--- config.mk ---
export PLATFORM = sky130hd
export DESIGN_NAME = mem_port_arbiter_flat
export DESIGN_NICKNAME = d
export VERILOG_FILES = /design/src/rtl/mem_port_arbiter_pkg.sv /design/src/rtl/mem_port_arbiter_if.sv /design/src/rtl/mem_port_arbiter_perf.sv /design/src/rtl/mem_port_arbiter.sv /design/src/flat_wrapper.sv
export SDC_FILE = /design/constraint.sdc
export NUM_CORES = 1
export LEC_CHECK = 0
export CAP_MARGIN = 20
export CORE_AREA = 2 2 123 125
export DETAILED_ROUTE_END_ITERATION = 8
export DIE_AREA = 0 0 125 127
export GPL_TIMING_DRIVEN = 0
export PLACE_DENSITY = 0.78
export SYNTH_ARGS = -nofsm -noshare
export SYNTH_HDL_FRONTEND = slang
export SYNTH_HIERARCHICAL = 1
export SYNTH_SLANG_ARGS = --single-unit
--- constraint.sdc ---
create_clock -name clk -period 6.86 [get_ports clk]
set_clock_uncertainty 0.05 [all_clocks]
set_input_delay 1.715 -clock clk [delete_from_list [all_inputs] [get_ports clk]]
set_output_delay 1.715 -clock clk [all_outputs]
set_load 0.01 [all_outputs]
--- src/rtl/mem_port_arbiter_pkg.sv ---
// Shared types, default widths and small helpers for the IF/DM memory port arbiter.
package mem_port_arbiter_pkg;

    localparam int ADDR_W_DEF     = 32;
    localparam int DATA_W_DEF     = 32;
    localparam int MAX_STARVE_DEF = 4;
    localparam int TIMEOUT_DEF    = 64;

    typedef enum logic [1:0] {
        IDLE = 2'd0,
        WAIT = 2'd1,
        RESP = 2'd2
    } arb_state_t;

    localparam logic [1:0] ST_IDLE = 2'd0;
    localparam logic [1:0] ST_WAIT = 2'd1;
    localparam logic [1:0] ST_RESP = 2'd2;

    typedef enum logic {
        OWN_IF = 1'b0,
        OWN_DM = 1'b1
    } arb_owner_t;

    // Starvation count after a DM grant: saturating step while IF waits, cleared otherwise.
    function automatic logic [3:0] starve_next(input logic [3:0] cnt,
                                               input logic [3:0] limit,
                                               input logic       if_pending);
        logic [3:0] nxt;
        if (!if_pending) begin
            nxt = 4'd0;
        end else if (cnt >= limit) begin
            nxt = limit;
        end else begin
            nxt = cnt + 4'd1;
        end
        return nxt;
    endfunction

endpackage

--- src/rtl/mem_port_arbiter_if.sv ---
// Bus bundle for the arbiter: fetch port, data port and the shared memory port.
interface mem_port_arbiter_if
    import mem_port_arbiter_pkg::*;
#(
    parameter int ADDR_W = ADDR_W_DEF,
    parameter int DATA_W = DATA_W_DEF
);
    logic              if_req;
    logic [ADDR_W-1:0] if_addr;
    logic              if_gnt;
    logic              if_done;
    logic [DATA_W-1:0] if_rdata;

    logic              dm_req;
    logic              dm_we;
    logic [ADDR_W-1:0] dm_addr;
    logic [DATA_W-1:0] dm_wdata;
    logic              dm_gnt;
    logic              dm_done;
    logic [DATA_W-1:0] dm_rdata;

    logic              err;

    logic              mem_req;
    logic              mem_we;
    logic [ADDR_W-1:0] mem_addr;
    logic [DATA_W-1:0] mem_wdata;
    logic              mem_ready;
    logic [DATA_W-1:0] mem_rdata;

    modport slave (
        input  if_req, if_addr, dm_req, dm_we, dm_addr, dm_wdata, mem_ready, mem_rdata,
        output if_gnt, if_done, if_rdata, dm_gnt, dm_done, dm_rdata, err,
               mem_req, mem_we, mem_addr, mem_wdata
    );

    modport master (
        output if_req, if_addr, dm_req, dm_we, dm_addr, dm_wdata, mem_ready, mem_rdata,
        input  if_gnt, if_done, if_rdata, dm_gnt, dm_done, dm_rdata, err,
               mem_req, mem_we, mem_addr, mem_wdata
    );
endinterface

--- src/rtl/mem_port_arbiter_perf.sv ---
// Performance counters for the arbiter; only compiled when MEM_ARB_PERF_EN is defined.
`ifdef MEM_ARB_PERF_EN
module arb_perf_counters (
    input  logic        clk,
    input  logic        rst,
    input  logic        if_req,
    input  logic        if_done,
    input  logic        dm_gnt,
    output logic [31:0] perf_if_stall,
    output logic [31:0] perf_dm_txn
);

    logic [31:0] if_stall_r;
    logic [31:0] dm_txn_r;

    // Free-running counters, wrapping naturally at 2^32.
    always_ff @(posedge clk or posedge rst) begin
        if (rst) begin
            if_stall_r <= 32'd0;
            dm_txn_r   <= 32'd0;
        end else begin
            if (if_req && !if_done) begin
                if_stall_r <= if_stall_r + 32'd1;
            end
            if (dm_gnt) begin
                dm_txn_r <= dm_txn_r + 32'd1;
            end
        end
    end

    assign perf_if_stall = if_stall_r;
    assign perf_dm_txn   = dm_txn_r;

endmodule
`endif

--- src/rtl/mem_port_arbiter.sv ---
// Single-port memory arbiter between fetch (IF) and data (DM) requesters with starvation guard and watchdog.
// Optional counters are enabled with the MEM_ARB_PERF_EN macro.
module mem_port_arbiter
    import mem_port_arbiter_pkg::*;
#(
    parameter int ADDR_W     = ADDR_W_DEF,
    parameter int DATA_W     = DATA_W_DEF,
    parameter int MAX_STARVE = MAX_STARVE_DEF,
    parameter int TIMEOUT    = TIMEOUT_DEF
) (
    input logic               clk,
    input logic               rst,
    mem_port_arbiter_if.slave bus
`ifdef MEM_ARB_PERF_EN
    ,
    output logic [31:0]       perf_if_stall,
    output logic [31:0]       perf_dm_txn
`endif
);

    localparam int WD_W = (TIMEOUT > 2) ? $clog2(TIMEOUT) : 1;

    logic [1:0]        state_r;
    arb_owner_t        owner_r;
    logic [3:0]        starve_r;
    logic [WD_W-1:0]   wd_r;
    logic              mem_req_r;
    logic              mem_we_r;
    logic [ADDR_W-1:0] mem_addr_r;
    logic [DATA_W-1:0] mem_wdata_r;
    logic              if_done_r;
    logic              dm_done_r;
    logic              err_r;
    logic [DATA_W-1:0] if_rdata_r;
    logic [DATA_W-1:0] dm_rdata_r;

    logic              starved_s;
    logic              dm_win_s;
    logic              if_win_s;
    logic              timeout_s;
    logic [DATA_W-1:0] resp_data_s;

    // Arbitration decision and completion data; grants are only issued from IDLE.
    always_comb begin
        starved_s   = bus.if_req && (starve_r >= 4'(MAX_STARVE));
        dm_win_s    = (state_r == ST_IDLE) && bus.dm_req && !starved_s;
        if_win_s    = (state_r == ST_IDLE) && bus.if_req && !dm_win_s;
        timeout_s   = (wd_r == WD_W'(TIMEOUT - 1));
        if (bus.mem_ready && !mem_we_r) begin
            resp_data_s = bus.mem_rdata;
        end else begin
            resp_data_s = {DATA_W{1'b0}};
        end
    end

    // FSM, payload latch, watchdog and registered responses.
    always_ff @(posedge clk or posedge rst) begin
        if (rst) begin
            state_r     <= ST_IDLE;
            owner_r     <= OWN_DM;
            starve_r    <= 4'd0;
            wd_r        <= {WD_W{1'b0}};
            mem_req_r   <= 1'b0;
            mem_we_r    <= 1'b0;
            mem_addr_r  <= {ADDR_W{1'b0}};
            mem_wdata_r <= {DATA_W{1'b0}};
            if_done_r   <= 1'b0;
            dm_done_r   <= 1'b0;
            err_r       <= 1'b0;
            if_rdata_r  <= {DATA_W{1'b0}};
            dm_rdata_r  <= {DATA_W{1'b0}};
        end else begin
            case (state_r)
                ST_IDLE: begin
                    if (dm_win_s || if_win_s) begin
                        state_r     <= ST_WAIT;
                        owner_r     <= dm_win_s ? OWN_DM : OWN_IF;
                        wd_r        <= {WD_W{1'b0}};
                        mem_req_r   <= 1'b1;
                        // Fetch never writes, so IF payload forces a read.
                        mem_we_r    <= dm_win_s && bus.dm_we;
                        mem_addr_r  <= dm_win_s ? bus.dm_addr : bus.if_addr;
                        mem_wdata_r <= dm_win_s ? bus.dm_wdata : {DATA_W{1'b0}};
                        starve_r    <= dm_win_s ? starve_next(starve_r, 4'(MAX_STARVE), bus.if_req)
                                                : 4'd0;
                    end
                end
                ST_WAIT: begin
                    if (bus.mem_ready || timeout_s) begin
                        state_r     <= ST_RESP;
                        mem_req_r   <= 1'b0;
                        mem_we_r    <= 1'b0;
                        mem_addr_r  <= {ADDR_W{1'b0}};
                        mem_wdata_r <= {DATA_W{1'b0}};
                        err_r       <= !bus.mem_ready;
                        if (owner_r == OWN_DM) begin
                            dm_done_r  <= 1'b1;
                            dm_rdata_r <= resp_data_s;
                        end else begin
                            if_done_r  <= 1'b1;
                            if_rdata_r <= resp_data_s;
                        end
                    end else begin
                        wd_r <= wd_r + WD_W'(1);
                    end
                end
                ST_RESP: begin
                    state_r   <= ST_IDLE;
                    if_done_r <= 1'b0;
                    dm_done_r <= 1'b0;
                    err_r     <= 1'b0;
                end
                default: begin
                    state_r   <= ST_IDLE;
                    mem_req_r <= 1'b0;
                    if_done_r <= 1'b0;
                    dm_done_r <= 1'b0;
                    err_r     <= 1'b0;
                end
            endcase
        end
    end

    assign bus.if_gnt    = if_win_s;
    assign bus.dm_gnt    = dm_win_s;
    assign bus.if_done   = if_done_r;
    assign bus.dm_done   = dm_done_r;
    assign bus.if_rdata  = if_rdata_r;
    assign bus.dm_rdata  = dm_rdata_r;
    assign bus.err       = err_r;
    assign bus.mem_req   = mem_req_r;
    assign bus.mem_we    = mem_we_r;
    assign bus.mem_addr  = mem_addr_r;
    assign bus.mem_wdata = mem_wdata_r;

`ifdef MEM_ARB_PERF_EN
    arb_perf_counters u_perf (
        .clk           (clk),
        .rst           (rst),
        .if_req        (bus.if_req),
        .if_done       (if_done_r),
        .dm_gnt        (dm_win_s),
        .perf_if_stall (perf_if_stall),
        .perf_dm_txn   (perf_dm_txn)
    );
`endif

endmodule
--- src/flat_wrapper.sv ---
// flat-port wrapper written by rule: the top's interface ports become plain ports
module mem_port_arbiter_flat import mem_port_arbiter_pkg::*;
#(
    parameter int ADDR_W     = ADDR_W_DEF,
    parameter int DATA_W     = DATA_W_DEF,
    parameter int MAX_STARVE = MAX_STARVE_DEF,
    parameter int TIMEOUT    = TIMEOUT_DEF
)
  (clk, rst, bus_if_req, bus_if_addr, bus_dm_req, bus_dm_we, bus_dm_addr, bus_dm_wdata, bus_mem_ready, bus_mem_rdata, bus_if_gnt, bus_if_done, bus_if_rdata, bus_dm_gnt, bus_dm_done, bus_dm_rdata, bus_err, bus_mem_req, bus_mem_we, bus_mem_addr, bus_mem_wdata);
  mem_port_arbiter_if #(.ADDR_W(ADDR_W), .DATA_W(DATA_W)) bus_i ();
  input logic clk;
  input logic rst;
  input wire logic [$bits(bus_i.if_req)-1:0] bus_if_req;
  input wire logic [$bits(bus_i.if_addr)-1:0] bus_if_addr;
  input wire logic [$bits(bus_i.dm_req)-1:0] bus_dm_req;
  input wire logic [$bits(bus_i.dm_we)-1:0] bus_dm_we;
  input wire logic [$bits(bus_i.dm_addr)-1:0] bus_dm_addr;
  input wire logic [$bits(bus_i.dm_wdata)-1:0] bus_dm_wdata;
  input wire logic [$bits(bus_i.mem_ready)-1:0] bus_mem_ready;
  input wire logic [$bits(bus_i.mem_rdata)-1:0] bus_mem_rdata;
  output wire logic [$bits(bus_i.if_gnt)-1:0] bus_if_gnt;
  output wire logic [$bits(bus_i.if_done)-1:0] bus_if_done;
  output wire logic [$bits(bus_i.if_rdata)-1:0] bus_if_rdata;
  output wire logic [$bits(bus_i.dm_gnt)-1:0] bus_dm_gnt;
  output wire logic [$bits(bus_i.dm_done)-1:0] bus_dm_done;
  output wire logic [$bits(bus_i.dm_rdata)-1:0] bus_dm_rdata;
  output wire logic [$bits(bus_i.err)-1:0] bus_err;
  output wire logic [$bits(bus_i.mem_req)-1:0] bus_mem_req;
  output wire logic [$bits(bus_i.mem_we)-1:0] bus_mem_we;
  output wire logic [$bits(bus_i.mem_addr)-1:0] bus_mem_addr;
  output wire logic [$bits(bus_i.mem_wdata)-1:0] bus_mem_wdata;
  assign bus_i.if_req = bus_if_req;
  assign bus_i.if_addr = bus_if_addr;
  assign bus_i.dm_req = bus_dm_req;
  assign bus_i.dm_we = bus_dm_we;
  assign bus_i.dm_addr = bus_dm_addr;
  assign bus_i.dm_wdata = bus_dm_wdata;
  assign bus_i.mem_ready = bus_mem_ready;
  assign bus_i.mem_rdata = bus_mem_rdata;
  assign bus_if_gnt = bus_i.if_gnt;
  assign bus_if_done = bus_i.if_done;
  assign bus_if_rdata = bus_i.if_rdata;
  assign bus_dm_gnt = bus_i.dm_gnt;
  assign bus_dm_done = bus_i.dm_done;
  assign bus_dm_rdata = bus_i.dm_rdata;
  assign bus_err = bus_i.err;
  assign bus_mem_req = bus_i.mem_req;
  assign bus_mem_we = bus_i.mem_we;
  assign bus_mem_addr = bus_i.mem_addr;
  assign bus_mem_wdata = bus_i.mem_wdata;
  mem_port_arbiter #(.ADDR_W(ADDR_W), .DATA_W(DATA_W), .MAX_STARVE(MAX_STARVE), .TIMEOUT(TIMEOUT)) u_core (.clk(clk), .rst(rst), .bus(bus_i));
endmodule
After elaboration in Yosys (flattened, before gate mapping)
Index checks and enable logic that the tools add are counted.
{"block": "totals", "input_bits": 134, "word_cells": 83, "output_inout_bits": 135, "regBits": 146}
{"block": "op_classes", "reduce_logical": 25, "n_mux": 31, "n_lt_le_gt_ge": 1, "addsub": 2, "n_eq_ne": 8, "n_bitwise": 3}
{"op": "32-bit two-way mux", "n": 6}
{"op": "32-bit one-hot mux with 2 select lines", "n": 2}
{"op": "3-bit AND reduction", "n": 7}
{"op": "4-bit two-way mux", "n": 3}
{"op": "6-bit two-way mux", "n": 2}
{"op": "6-bit one-hot mux with 2 select lines", "n": 1}
{"op": "1-bit two-way mux", "n": 9}
{"op": "1-bit one-hot mux with 2 select lines", "n": 4}
{"op": "1-bit logical AND", "n": 7}
{"op": "6-bit by 1-bit adder with 6-bit output, second input constant", "n": 1}
{"op": "6-bit equality test, second input constant", "n": 1}
{"op": "2-bit inequality test, second input constant", "n": 3}
{"op": "2-bit AND reduction", "n": 3}
{"op": "4-bit by 1-bit adder with 4-bit output, second input constant", "n": 1}
{"op": "4-bit by 3-bit greater-or-equal comparator with 1-bit output, second input constant", "n": 1}
{"op": "1-bit logical NOT", "n": 4}
{"op": "2-bit two-way mux", "n": 2}
{"op": "2-bit by 1-bit inequality test with 1-bit output, second input constant", "n": 2}
{"op": "2-bit one-hot mux with 2 select lines", "n": 1}
{"op": "1-bit NOT", "n": 3}
{"op": "1-bit one-hot mux with 3 select lines", "n": 1}
{"op": "2-bit by 1-bit equality test with 1-bit output, second input constant", "n": 1}
{"op": "2-bit equality test, second input constant", "n": 1}
{"op": "2-bit logical NOT", "n": 1}
{"op": "2 further kinds", "n": 3}

Longest topological paths before layout
Gate-level depths: netlist of run 1.
{"block": "depth", "ltp_word": 9, "depth_mapped": 7, "depth_no_buf": 5}

Worst setup path after synthesis of run 1
OpenSTA, ideal clock, no wires.
{"block": "synth_timing", "path_kind": "input to output", "from": "input port bus_if_req", "to": "output port bus_dm_gnt", "stages": 5, "arrival_ps": 2405, "required_ps": 5095, "path_slack_ps": 2690, "n_path_buf": 2, "cell_sequence": "o21ai_0 -> nand3_2 -> inv_1 -> buf_2 -> buf_2"}
{"block": "synth_between", "elab_chain_cells": 3}
{"item": "start, declared", "line_no": "flat_wrapper.sv:13", "text": "input wire logic [$bits(bus_i.if_req)-1:0] bus_if_req;"}
{"item": "1-bit logical AND", "line_no": "mem_port_arbiter.sv:45", "text": "starved_s = bus.if_req && (starve_r >= 4'(MAX_STARVE));"}
{"item": "1-bit logical NOT", "line_no": "mem_port_arbiter.sv:46", "text": "dm_win_s = (state_r == ST_IDLE) && bus.dm_req && !starved_s;"}
{"item": "1-bit logical AND", "line_no": "mem_port_arbiter.sv:46"}
{"item": "end, declared", "line_no": "flat_wrapper.sv:24", "text": "output wire logic [$bits(bus_i.dm_gnt)-1:0] bus_dm_gnt;"}
No other way between the ends.

Final worst setup path of run 1
{"block": "layout_timing", "from": "input port bus_if_req", "to": "output port bus_if_gnt"}
{"block": "layout_between", "elab_chain_cells": 5, "elab_cells_between_ends": 6, "cone_classes": "reduce/logical: 6"}
{"item": "1-bit logical AND", "line_no": "mem_port_arbiter.sv:45"}
{"item": "1-bit logical NOT", "line_no": "mem_port_arbiter.sv:46"}
{"item": "1-bit logical AND", "line_no": "mem_port_arbiter.sv:46"}
{"item": "1-bit logical NOT", "line_no": "mem_port_arbiter.sv:47", "text": "if_win_s = (state_r == ST_IDLE) && bus.if_req && !dm_win_s;"}
{"item": "1-bit logical AND *", "line_no": "mem_port_arbiter.sv:47"}
{"item": "end, declared", "line_no": "flat_wrapper.sv:21", "text": "output wire logic [$bits(bus_i.if_gnt)-1:0] bus_if_gnt;"}
Mark *: on every way between the ends. The rest lies on a longest branch, timed or not.

==> summary.md, run 1 <==
| Metric | Value |
|---|---|
| Crit path buf inv count | 3 |
| Vias after detailed routing | 4792 |
| WP data required | 5.10 ns |
| Pin count of the biggest net entering global routing | 90 |
| Pre-antenna DRT Iters | 5 |
| Crit path launch type | input pin |
| Synth Flop Type | dfrtp_1 |
| Synth top area share | 60.6% |
| Final min period | 5.52 ns |
| Busiest metal layer after global routing | met2 |
| GRT met1 Usage | 25.6% |
| GRT Util Overall | 22.0% |
| Via-per-instance ratio | 5.23 |
| CP endpoint kind | primary output |
| Mapped cell area | 5980 um^2 |
| R2R depth | 6 |
| Hold-critical path depth | 1 |
| Critical-path cell list | clkdlybuf4s50_1 > o21ai_0 > nand3_2 > clkbuf_1 > and3_1 > clkdlybuf4s50_1 |
| Most frequent cell after synthesis | dfrtp_1 |
| Vias in the first global route | 5231 |
| Mean post-synth cell area | 13.8 um^2 |
| Hold Path Class | register to register |
| Routed WL per cell | 18.9 um |
| Sequential cell area | 3650 um^2 |
| Post-CTS Hold Buffers | 0 |
| RSZ-0062 raised after global routing | no |
| Switching part of the total | 32.3% |
| Synth area leader | dfrtp_1 |
| Leakage power | 4.24 nW |
| Number of flops mapped to enable cells by yosys | 0 |
| Layout cell share with drive strength beyond 1 | 15.8% |
| Combinational share of power | 44.5% |
| Crit path max-delay cell type | clkdlybuf4s50_1 |
| Synth cell count leaders | 145 x dfrtp_1, 62 x mux2_2, 35 x a22o_1 |
| Synth Warn # | 6 |
| Place WS | 1.36 ns |
| WP data arrival | 3.76 ns |
| Sequential fraction of the synthesis area | 61.1% |
| Max-cap violations | 0 |
| Fillers | 1066 |
| IO Pins | 269 |
| Psw | 1.34 mW |
| Global-route wire length before repair | 27.6 mm |
| TritonCTS buffer count | 17 |
| DRT iter0 DRCs | 240 |
| Clk_lat worst skew | 0.42 ns |
| CTS resizes | 0 |
| FFs w/ async S/R, synth | 100% |
| Worst stage delay on the critical path | 0.55 ns |
| Grt total ovfl | 0 |
| Family with the most delay on the worst path | buffers and inverters |
| Outcome | finished clean |
| Hold Path Sink | u_core/bus.mem_wdata[28] |
| Post-route ant nets | 0 |
| Nets | 858 |
| Post-CTS Setup Inserts | 0 |
| Final setup fails | 0 |
| Port Buffer Count | 268 |
| Die area | 15900 um^2 |
| CTS clk-pin slew, worst paths | 0.05 ns |
| H-Tree Depth | 4 |
| Power share of the clock group | 20.3% |
| Reg2Reg Setup Slack | 4.73 ns |
| Synthesized net count | 570 |
| Post-Syn Instances | 434 |
| Synth Register Bits | 146 |
| Hold_ws | 0.445 ns |
| Distinct cell type count after synthesis | 41 |
| Peak supply drop | 0.216 mV |
| Core footprint | 14400 um^2 |
| DIE WIDTH | 125 um |
| Fin crit share | 80.5% |
| Slew Limit Headroom | 59.2% |
| Multi-input logic area | 2150 um^2 |
| Worst r2r dst | u_core/bus.dm_rdata[29] |
| HPWL after DPL | 12.8 mm |
| Pint | 2.81 mW |
| Clk buf depth | 2 |
| CP Class | input pin to primary output |
| Area grow syn2layout | 58.1% |
| Final slew viol count | 0 |
| Hold Startpoint | u_core/bus.mem_wdata[28] |
| DIE HEIGHT | 127 um |
| Total clock sinks | 146 |
| Clock Root Buffer | clkbuf_16 |
| Sequential share of power | 35.2% |
| RR Startpoint | u_core/wd_r[0] |
| Top cell by count, worst path | clkdlybuf4s50_1 |
| PD cells | 439 nW/um^2 |
| Critical path depth | 6 |
| # diodes | 0 |
| Row count | 44 |
| DRT Wirelength | 17.3 mm |
| CTS tree | done |
| Antenna violations before repair | 0 |
| Final worst setup slack | 1.34 ns |
| Final Hold Fails | 0 |
| Met3 usage | 5.15% |
| Routability Congestion | 0.815 |
| DRC Markers | 0 |
| Top post-synthesis cells by area | dfrtp_1 61%, mux2_2 12%, a221o_1 5.4%, a22o_1 5.1%, and3_1 3.6% |
| GRT met2 Usage | 39.3% |
| F_max | 181 MHz |
| Initial Util | 41.5% |
| Worst Tran Pin Value | 0.612 ns |
| Crit path max fanout | 10 |
==> routing by layer <==
layer	part of all wire (%)	vias up	wire (um)
met1	40	2390	6950
li1	-	2204	-
met2	53	165	9140
met4	2.5	0	428
met3	4.7	33	806
met5	0	-	0
==> flip-flops by register name, summed over array words and instances (netlist names) <==
| register | cells |
|---|---|
| u_core/state_r | 2 |
| u_core/bus.mem_we | 1 |
| u_core/bus.mem_wdata | 32 |
| u_core/bus.dm_rdata | 32 |
| u_core/bus.if_done | 1 |
| u_core/starve_r | 4 |
| u_core/bus.dm_done | 1 |
| u_core/wd_r | 6 |
| u_core/owner_r | 1 |
| u_core/bus.err | 1 |
| u_core/bus.mem_addr | 32 |
| u_core/bus.mem_req | 1 |
| u_core/bus.if_rdata | 32 |
==> final cells by class <==
type / count / share of cell area [%]
buffer: 31 / 1.75
clock buffer: 24 / 4.99
clock inverter: 6 / 0.608
inverter: 4 / 0.212
multi-input combinational: 253 / 22.7
sequential: 146 / 38.6
tap: 184 / 2.43
timing repair buffer: 269 / 28.7
==> power by group through the flow <==
stage / Clock (mW) / Sequential, mW / Combinational [mW]
after global routing: 0.901 / 1.51 / 1.96
final: 0.843 / 1.46 / 1.85
after global placement: 0 / 1.45 / 1.81
after CTS: 0.858 / 1.46 / 1.86
after floorplan: 0 / 1.60 / 0.698
after detailed placement: 0 / 1.46 / 1.86
==> cell usage in the layout (no fill, tap or decap), types with 4 or more instances in the layout <==
master / n
and2_1: 33
clkinv_2: 4
a221o_1: 32
nor2_1: 5
dfrtp_1: 145
clkbuf_16: 17
clkdlybuf4s50_1: 268
a31oi_1: 4
o21ai_0: 9
clkbuf_1: 17
buf_2: 12
a22o_1: 35
mux2_2: 62
and3_1: 34
==> cell families (layout without fill, tap and decap cells) <==
family                     Yosys count  count (layout)  share of synthesized area, %
buffers and inverters               35             334                          3.01
AOI/OAI and AO/OA                   93              93                          13.5
adders and majority gates            2               2                         0.418
DFF                                146             146                          61.1
muxes                               66              66                          12.4
and+or+nand+nor                     92              92                          9.55
==> worst max path at each step <==
stage	startpoint	endpoint	slack [ns]
CTS	bus_if_req	bus_dm_gnt	1.35
global route	bus_if_req	bus_dm_gnt	1.19
finish	bus_if_req	bus_if_gnt	1.34
floorplan	rst	u_core/bus.dm_done	1.17
global placement	rst	u_core/bus.mem_addr[0]	-0.59
detailed placement	bus_if_req	bus_dm_gnt	1.36
==> metrics by stage <==
stage	power (mW)	std cells	cell area (um^2)	utilization, %	TNS (ns)
finish	4.15	917	9460	65.6	0
global route	4.38	917	9460	65.6	0
CTS	4.18	917	9460	65.6	0
detailed placement	3.32	887	8930	61.9	0
global placement	3.26	886	8900	61.7	-83.89
floorplan	2.30	434	5980	-	0
No activity file was read; power rests on OpenSTA's default activity.
==> inputs of run 2 (changes only) <==
clock period = 5.1 ns   (was 6.86 ns; I/O delays follow)
==> run 2 against run 1 <==
Effect of this change: largest cell class unchanged; clock power grew 49%; critical endpoint is now bus_dm_gnt; critical path type unchanged; sequential share of layout area shrank 0.48 points; wire length grew 1.4%.
==> summary.md, run 2 (same netlist as run 1, synthesis figures left out) <==
| Metric | Value |
|---|---|
| Routability Congestion | 0.837 (was 0.815) |
| Worst Tran Pin Value | 0.690 ns (was 0.612 ns) |
| Pre-antenna DRT Iters | 4 (was 5) |
| Commonest non-fill, non-tap cell in the layout | clkdlybuf4s50_1 (unchanged) |
| # diodes | 0 (unchanged) |
| DIE HEIGHT | 127 um (unchanged) |
| Final slew viol count | 0 (unchanged) |
| Grt total ovfl | 0 (unchanged) |
| H-Tree Depth | 4 (unchanged) |
| Pin count of the biggest net entering global routing | 33 (was 90) |
| Crit path launch type | input pin (unchanged) |
| Vias in the first global route | 5217 (was 5231) |
| TritonCTS buffer count | 17 (unchanged) |
| Clk_lat worst skew | 0.41 ns (was 0.42 ns) |
| Clock Root Buffer | clkbuf_16 (unchanged) |
| Slew Limit Headroom | 53.9% (was 59.2%) |
| Row count | 44 (unchanged) |
| CP endpoint kind | primary output (unchanged) |
| Finished Layout Cells | 922 (was 917) |
| Hold-critical path depth | 1 (unchanged) |
| Power share of the clock group | 22.0% (was 20.3%) |
| CP Class | input pin to primary output (unchanged) |
| CTS clk-pin slew, worst paths | 0.06 ns (was 0.05 ns) |
| Vias after detailed routing | 4759 (was 4792) |
| Crit path buf inv count | 5 (was 3) |
| Design area | 9580 um^2 (was 9460 um^2) |
| Crit path max fanout | 10 (unchanged) |
| Family with the most delay on the worst path | buffers and inverters (unchanged) |
| Final Hold Fails | 0 (unchanged) |
| WP data arrival | 3.31 ns (was 3.76 ns) |
| Hold Path Class | register to register (unchanged) |
| Critical path depth | 7 (was 6) |
| Pint | 3.89 mW (was 2.81 mW) |
| Post-CTS Setup Inserts | 0 (unchanged) |
| Worst stage delay on the critical path | 0.57 ns (was 0.55 ns) |
| Global-route wire length before repair | 27.8 mm (was 27.6 mm) |
| Port Buffer Count | 268 (unchanged) |
| Clk buf depth | 2 (unchanged) |
| Critical-path cell list | clkdlybuf4s50_1 > o21ai_0 > nand3_2 > inv_1 > buf_2 > buf_2 > clkdlybuf4s50_1 (was clkdlybuf4s50_1 > o21ai_0 > nand3_2 > clkbuf_1 > and3_1 > clkdlybuf4s50_1) |
| Final min period | 4.64 ns |
| Switching part of the total | 31.9% (was 32.3%) |
| RSZ-0062 raised after global routing | no (unchanged) |
| Nets | 861 (was 858) |
| DIE WIDTH | 125 um (unchanged) |
| Area grow syn2layout | 60.0% (was 58.1%) |
| Core footprint | 14400 um^2 (unchanged) |
| R2R depth | 6 (unchanged) |
| CTS resizes | 0 (unchanged) |
| Die area | 15900 um^2 (unchanged) |
| GRT Util Overall | 22.2% (was 22.0%) |
| Total clock sinks | 146 (unchanged) |
| Fillers | 1081 (was 1066) |
| Post-route ant nets | 0 (unchanged) |
| DRT Wirelength | 17.6 mm (was 17.3 mm) |
| Combinational share of power | 43.5% (was 44.5%) |
| Post-CTS Hold Buffers | 0 (unchanged) |
| CTS tree | done (unchanged) |
| PD cells | 597 nW/um^2 (was 439 nW/um^2) |
| Leakage power | 4.29 nW (was 4.24 nW) |
| Final setup fails | 0 (unchanged) |
| Most frequent cells in the layout | 268 x clkdlybuf4s50_1, 145 x dfrtp_1, 62 x mux2_2 (unchanged) |
| Routed WL per cell | 19.1 um (was 18.9 um) |
| Placement Cell Area | 8980 um^2 (was 8930 um^2) |
| Psw | 1.83 mW (was 1.34 mW) |
| Via-per-instance ratio | 5.16 (was 5.23) |
| HPWL after DPL | 13.0 mm (was 12.8 mm) |
| IO Pins | 269 (unchanged) |
| Antenna violations before repair | 0 (unchanged) |
| Peak supply drop | 0.276 mV (was 0.216 mV) |
| Crit path max-delay cell type | clkdlybuf4s50_1 (unchanged) |
| Initial Util | 41.5% (unchanged) |
| Layout cell share with drive strength beyond 1 | 16.7% (was 15.8%) |
| Outcome | finished clean (unchanged) |
| Setup TNS | 0 ns (unchanged) |
| # placed instances | 890 (was 887) |
| WP data required | 3.77 ns (was 5.10 ns) |
| DRT iter0 DRCs | 336 (was 240) |
| Max-cap violations | 0 (unchanged) |
| DRC Markers | 0 (unchanged) |
| Sequential share of power | 34.5% (was 35.2%) |
| F_max | 216 MHz |
| Fin crit share | 90.9% |
-- run 2: area by class of cell --
type	instances	area (um^2)	share of cell area, %
clock buffer	22	464	4.85
buffer	31	165	1.72
clock inverter	10	133	1.38
sequential	146	3650	38.2
multi-input combinational	253	2150	22.4
timing repair buffer	272	2760	28.8
tap	184	230	2.40
inverter	4	18.8	0.196
-- run 2: worst paths after layout --
path / startpoint / endpoint / slack, ns
min in group asynchronous: rst / u_core/bus.if_rdata[8] / 1.27
max in group asynchronous: rst / u_core/bus.mem_wdata[2] / 2.92
worst min register to register: u_core/bus.mem_req / u_core/bus.mem_req / 0.43
worst max register to register: u_core/wd_r[0] / u_core/bus.dm_rdata[22] / 2.97
worst max-delay path: bus_if_req / bus_dm_gnt / 0.46
worst min-delay path: u_core/bus.mem_req / u_core/bus.mem_req / 0.43
-- run 2: worst register-to-register path: cells and delay by family, from the launching register on --
kind,cells,cell delay [ns]
AND/OR/NAND/NOR,2,0.52
flip-flops,1,0.39
multiplexers,1,0.36
adder cells (fa/ha/maj),1,0.26
buffers and inverters,1,0.26
AO/OA/AOI/OAI,1,0.17
-- run 2: power groups by stage --
stage                     clock network [mW]  logic (mW)  registers (mW)
after detailed placement                   0        2.49            1.97
after floorplan                            0       0.940            2.15
after global placement                     0        2.43            1.95
final                                   1.26        2.49            1.97
after global routing                    1.34        2.65            2.03
after CTS                               1.29        2.51            1.97
-- run 2: through the flow --
step	power, mW	util [%]	setup WS (ns)	hold slack, ns
CTS	5.77	66.4	0.471	0.428
floorplan	3.09	-	1.81	0.422
global placement	4.38	61.7	0.530	0.417
finish	5.72	66.4	0.462	0.426
detailed placement	4.46	62.3	0.480	0.419
global route	6.02	66.4	0.311	0.454
-- run 2: per-layer routing --
layer,vias up,GRT usage [%],routed length (um)
met5,-,0,0
met4,0,7.52,374
met3,22,5.49,958
met2,178,38.7,9080
met1,2357,27.1,7150
li1,2202,-,-
==> inputs of run 3 (changes only) <==
RECOVER_POWER = 25   (was not set)
==> run 3 against run 2 <==
Effect of this change: the run now ends with max-capacitance violations, max-slew violations left; utilization fell by 0.36 points; sequential share of layout area increased by 0.21 points; non-clock buffer count stayed put; register-to-register slack is essentially flat; sequential power barely moved; clock power about the same; first-iteration DRC count is 1.2% higher; critical endpoint unchanged; highest routed layer unchanged.
==> summary.md, run 3 (same netlist as run 1, synthesis figures left out) <==
| Metric | Value |
|---|---|
| Outcome | finished with violations (was finished clean) |
| Failing checks | max-capacitance violations, max-slew violations |
| Slew Limit Headroom | -6.43% (was 53.9%) |
| CP Class | input pin to primary output (unchanged) |
| Clock Root Buffer | clkbuf_16 (unchanged) |
| RSZ-0062 raised after global routing | no (unchanged) |
| WP data arrival | 3.31 ns (about the same) |
| Most frequent cells in the layout | 266 x clkdlybuf4s50_1, 145 x dfrtp_1, 62 x mux2_2 (was 268 x clkdlybuf4s50_1, 145 x dfrtp_1, 62 x mux2_2) |
| Max-cap violations | 3 (was 0) |
| DIE HEIGHT | 127 um (unchanged) |
| Crit path max fanout | 10 (unchanged) |
| Area grow syn2layout | 59.2% (was 60.0%) |
| Die area | 15900 um^2 (unchanged) |
| Crit path launch type | input pin (unchanged) |
| Setup TNS | 0 ns (unchanged) |
| Final Util | 66.0% (was 66.4%) |
| Worst stage delay on the critical path | 0.57 ns (about the same) |
| CTS resizes | 0 (unchanged) |
| Leakage power | 4.26 nW (was 4.29 nW) |
| Core footprint | 14400 um^2 (unchanged) |
| Initial Util | 41.5% (unchanged) |
| Final setup fails | 0 (unchanged) |
| CTS clk-pin slew, worst paths | 0.06 ns (about the same) |
| Clk buf depth | 2 (unchanged) |
| TritonCTS buffer count | 17 (unchanged) |
| H-Tree Depth | 4 (unchanged) |
| # diodes | 0 (unchanged) |
| Hold Path Class | register to register (unchanged) |
| Clk_lat worst skew | 0.41 ns (about the same) |
| Final min period | 4.63 ns (was 4.64 ns) |
| Nets | 861 (unchanged) |
| Routed WL per cell | 19.0 um (was 19.1 um) |
| Grt total ovfl | 0 (unchanged) |
| Vias after detailed routing | 4760 (was 4759) |
| F_max | 216 MHz (about the same) |
| Post-CTS Hold Buffers | 0 (unchanged) |
| Total clock sinks | 146 (unchanged) |
| Placement Cell Area | 8980 um^2 (unchanged) |
| Post-route ant nets | 0 (unchanged) |
| Row count | 44 (unchanged) |
| Layout cell share with drive strength beyond 1 | 16.3% (was 16.7%) |
| Vias in the first global route | 5217 (unchanged) |
| DRT Wirelength | 17.6 mm (about the same) |
| DIE WIDTH | 125 um (unchanged) |
| Hold-critical path depth | 1 (unchanged) |
| PD cells | 600 nW/um^2 (was 597 nW/um^2) |
| DRC Markers | 0 (unchanged) |
| GRT Util Overall | 22.2% (unchanged) |
| CP endpoint kind | primary output (unchanged) |
| Critical-path cell list | clkdlybuf4s50_1 > o21ai_0 > nand3_2 > inv_1 > buf_2 > buf_2 > clkdlybuf4s50_1 (unchanged) |
| Worst Tran Pin Value | 1.60 ns (was 0.690 ns) |
| Final Hold Fails | 0 (unchanged) |
| Commonest non-fill, non-tap cell in the layout | clkdlybuf4s50_1 (unchanged) |
| Worst r2r dst | u_core/bus.dm_rdata[13] (was u_core/bus.dm_rdata[22]) |
| WP data required | 3.77 ns (about the same) |
| Pre-antenna DRT Iters | 4 (unchanged) |
| Routability Congestion | 0.837 (unchanged) |
| Via-per-instance ratio | 5.16 (about the same) |
| Final slew viol count | 92 (was 0) |
| Pin count of the biggest net entering global routing | 33 (unchanged) |
| Hold_ws | 0.426 ns (about the same) |
| Fin crit share | 90.8% (was 90.9%) |
| Global-route wire length before repair | 27.8 mm (unchanged) |
| Hold Path Sink | u_core/bus.mem_req (unchanged) |
| RR Startpoint | u_core/wd_r[0] (unchanged) |
| Post-CTS Setup Inserts | 0 (unchanged) |
| DRT iter0 DRCs | 340 (was 336) |
| HPWL after DPL | 13.0 mm (unchanged) |
| Crit path max-delay cell type | clkdlybuf4s50_1 (unchanged) |
| Fillers | 1090 (was 1081) |
| IO Pins | 269 (unchanged) |
| Peak supply drop | 0.275 mV (was 0.276 mV) |
| R2R depth | 6 (unchanged) |
| CTS tree | done (unchanged) |
| Reg2Reg Setup Slack | 2.96 ns (was 2.97 ns) |
| Design area | 9530 um^2 (was 9580 um^2) |
| Antenna violations before repair | 0 (unchanged) |
| Hold Startpoint | u_core/bus.mem_req (unchanged) |
| Port Buffer Count | 268 (unchanged) |
==> run 3: worst max-delay path by stage <==
stage	startpoint	endpoint	slack, ns
after global routing	bus_if_req	bus_dm_gnt	0.31
after detailed placement	bus_if_req	bus_dm_gnt	0.48
after floorplan	bus_if_req	bus_dm_gnt	1.81
final	bus_if_req	bus_dm_gnt	0.47
after CTS	bus_if_req	bus_dm_gnt	0.47
after global placement	bus_if_req	bus_dm_gnt	0.53
==> run 3: final cells by class <==
class	instances	area, um^2	area share [%]
multi-input cells	253	2150	22.6
plain buffers	31	165	1.73
flip-flops and latches	146	3650	38.4
well taps	184	230	2.42
inverters	4	16.3	0.171
clock inverters	10	133	1.39
clock buffers	22	464	4.87
repair buffers	272	2710	28.5
==> run 3: where the power goes <==
part / switching (mW) / leakage (nW) / internal (mW)
clock network: 0.464 / 0.286 / 0.792
logic: 1.05 / 2.09 / 1.44
registers: 0.314 / 1.88 / 1.66
total: 1.82 / 4.26 / 3.89
==> run 3: routing by layer <==
layer  GRT usage (%)  part of all wire [%]  routed length, um
met5               0                     0                  0
met4            7.52                   2.2                382
met3            5.49                   5.4                949
met2            38.7                    52               9120
met1            27.1                    40               7110
==> run 3: critical path: cells and delay by family <==
| family | cells | cell delay [ns] |
|---|---|---|
| simple gates | 1 | 0.23 |
| compound gates | 1 | 0.14 |
| buf+inv | 5 | 1.66 |
==> run 3: per-stage QoR <==
step,setup WS [ns],total power [mW],cells
4_1_cts,0.471,5.77,922
3_5_place_dp,0.480,4.46,890
5_1_grt,0.311,6.01,922
6_report,0.467,5.71,922
3_3_place_gp,0.530,4.38,886
2_1_floorplan,1.81,3.09,434
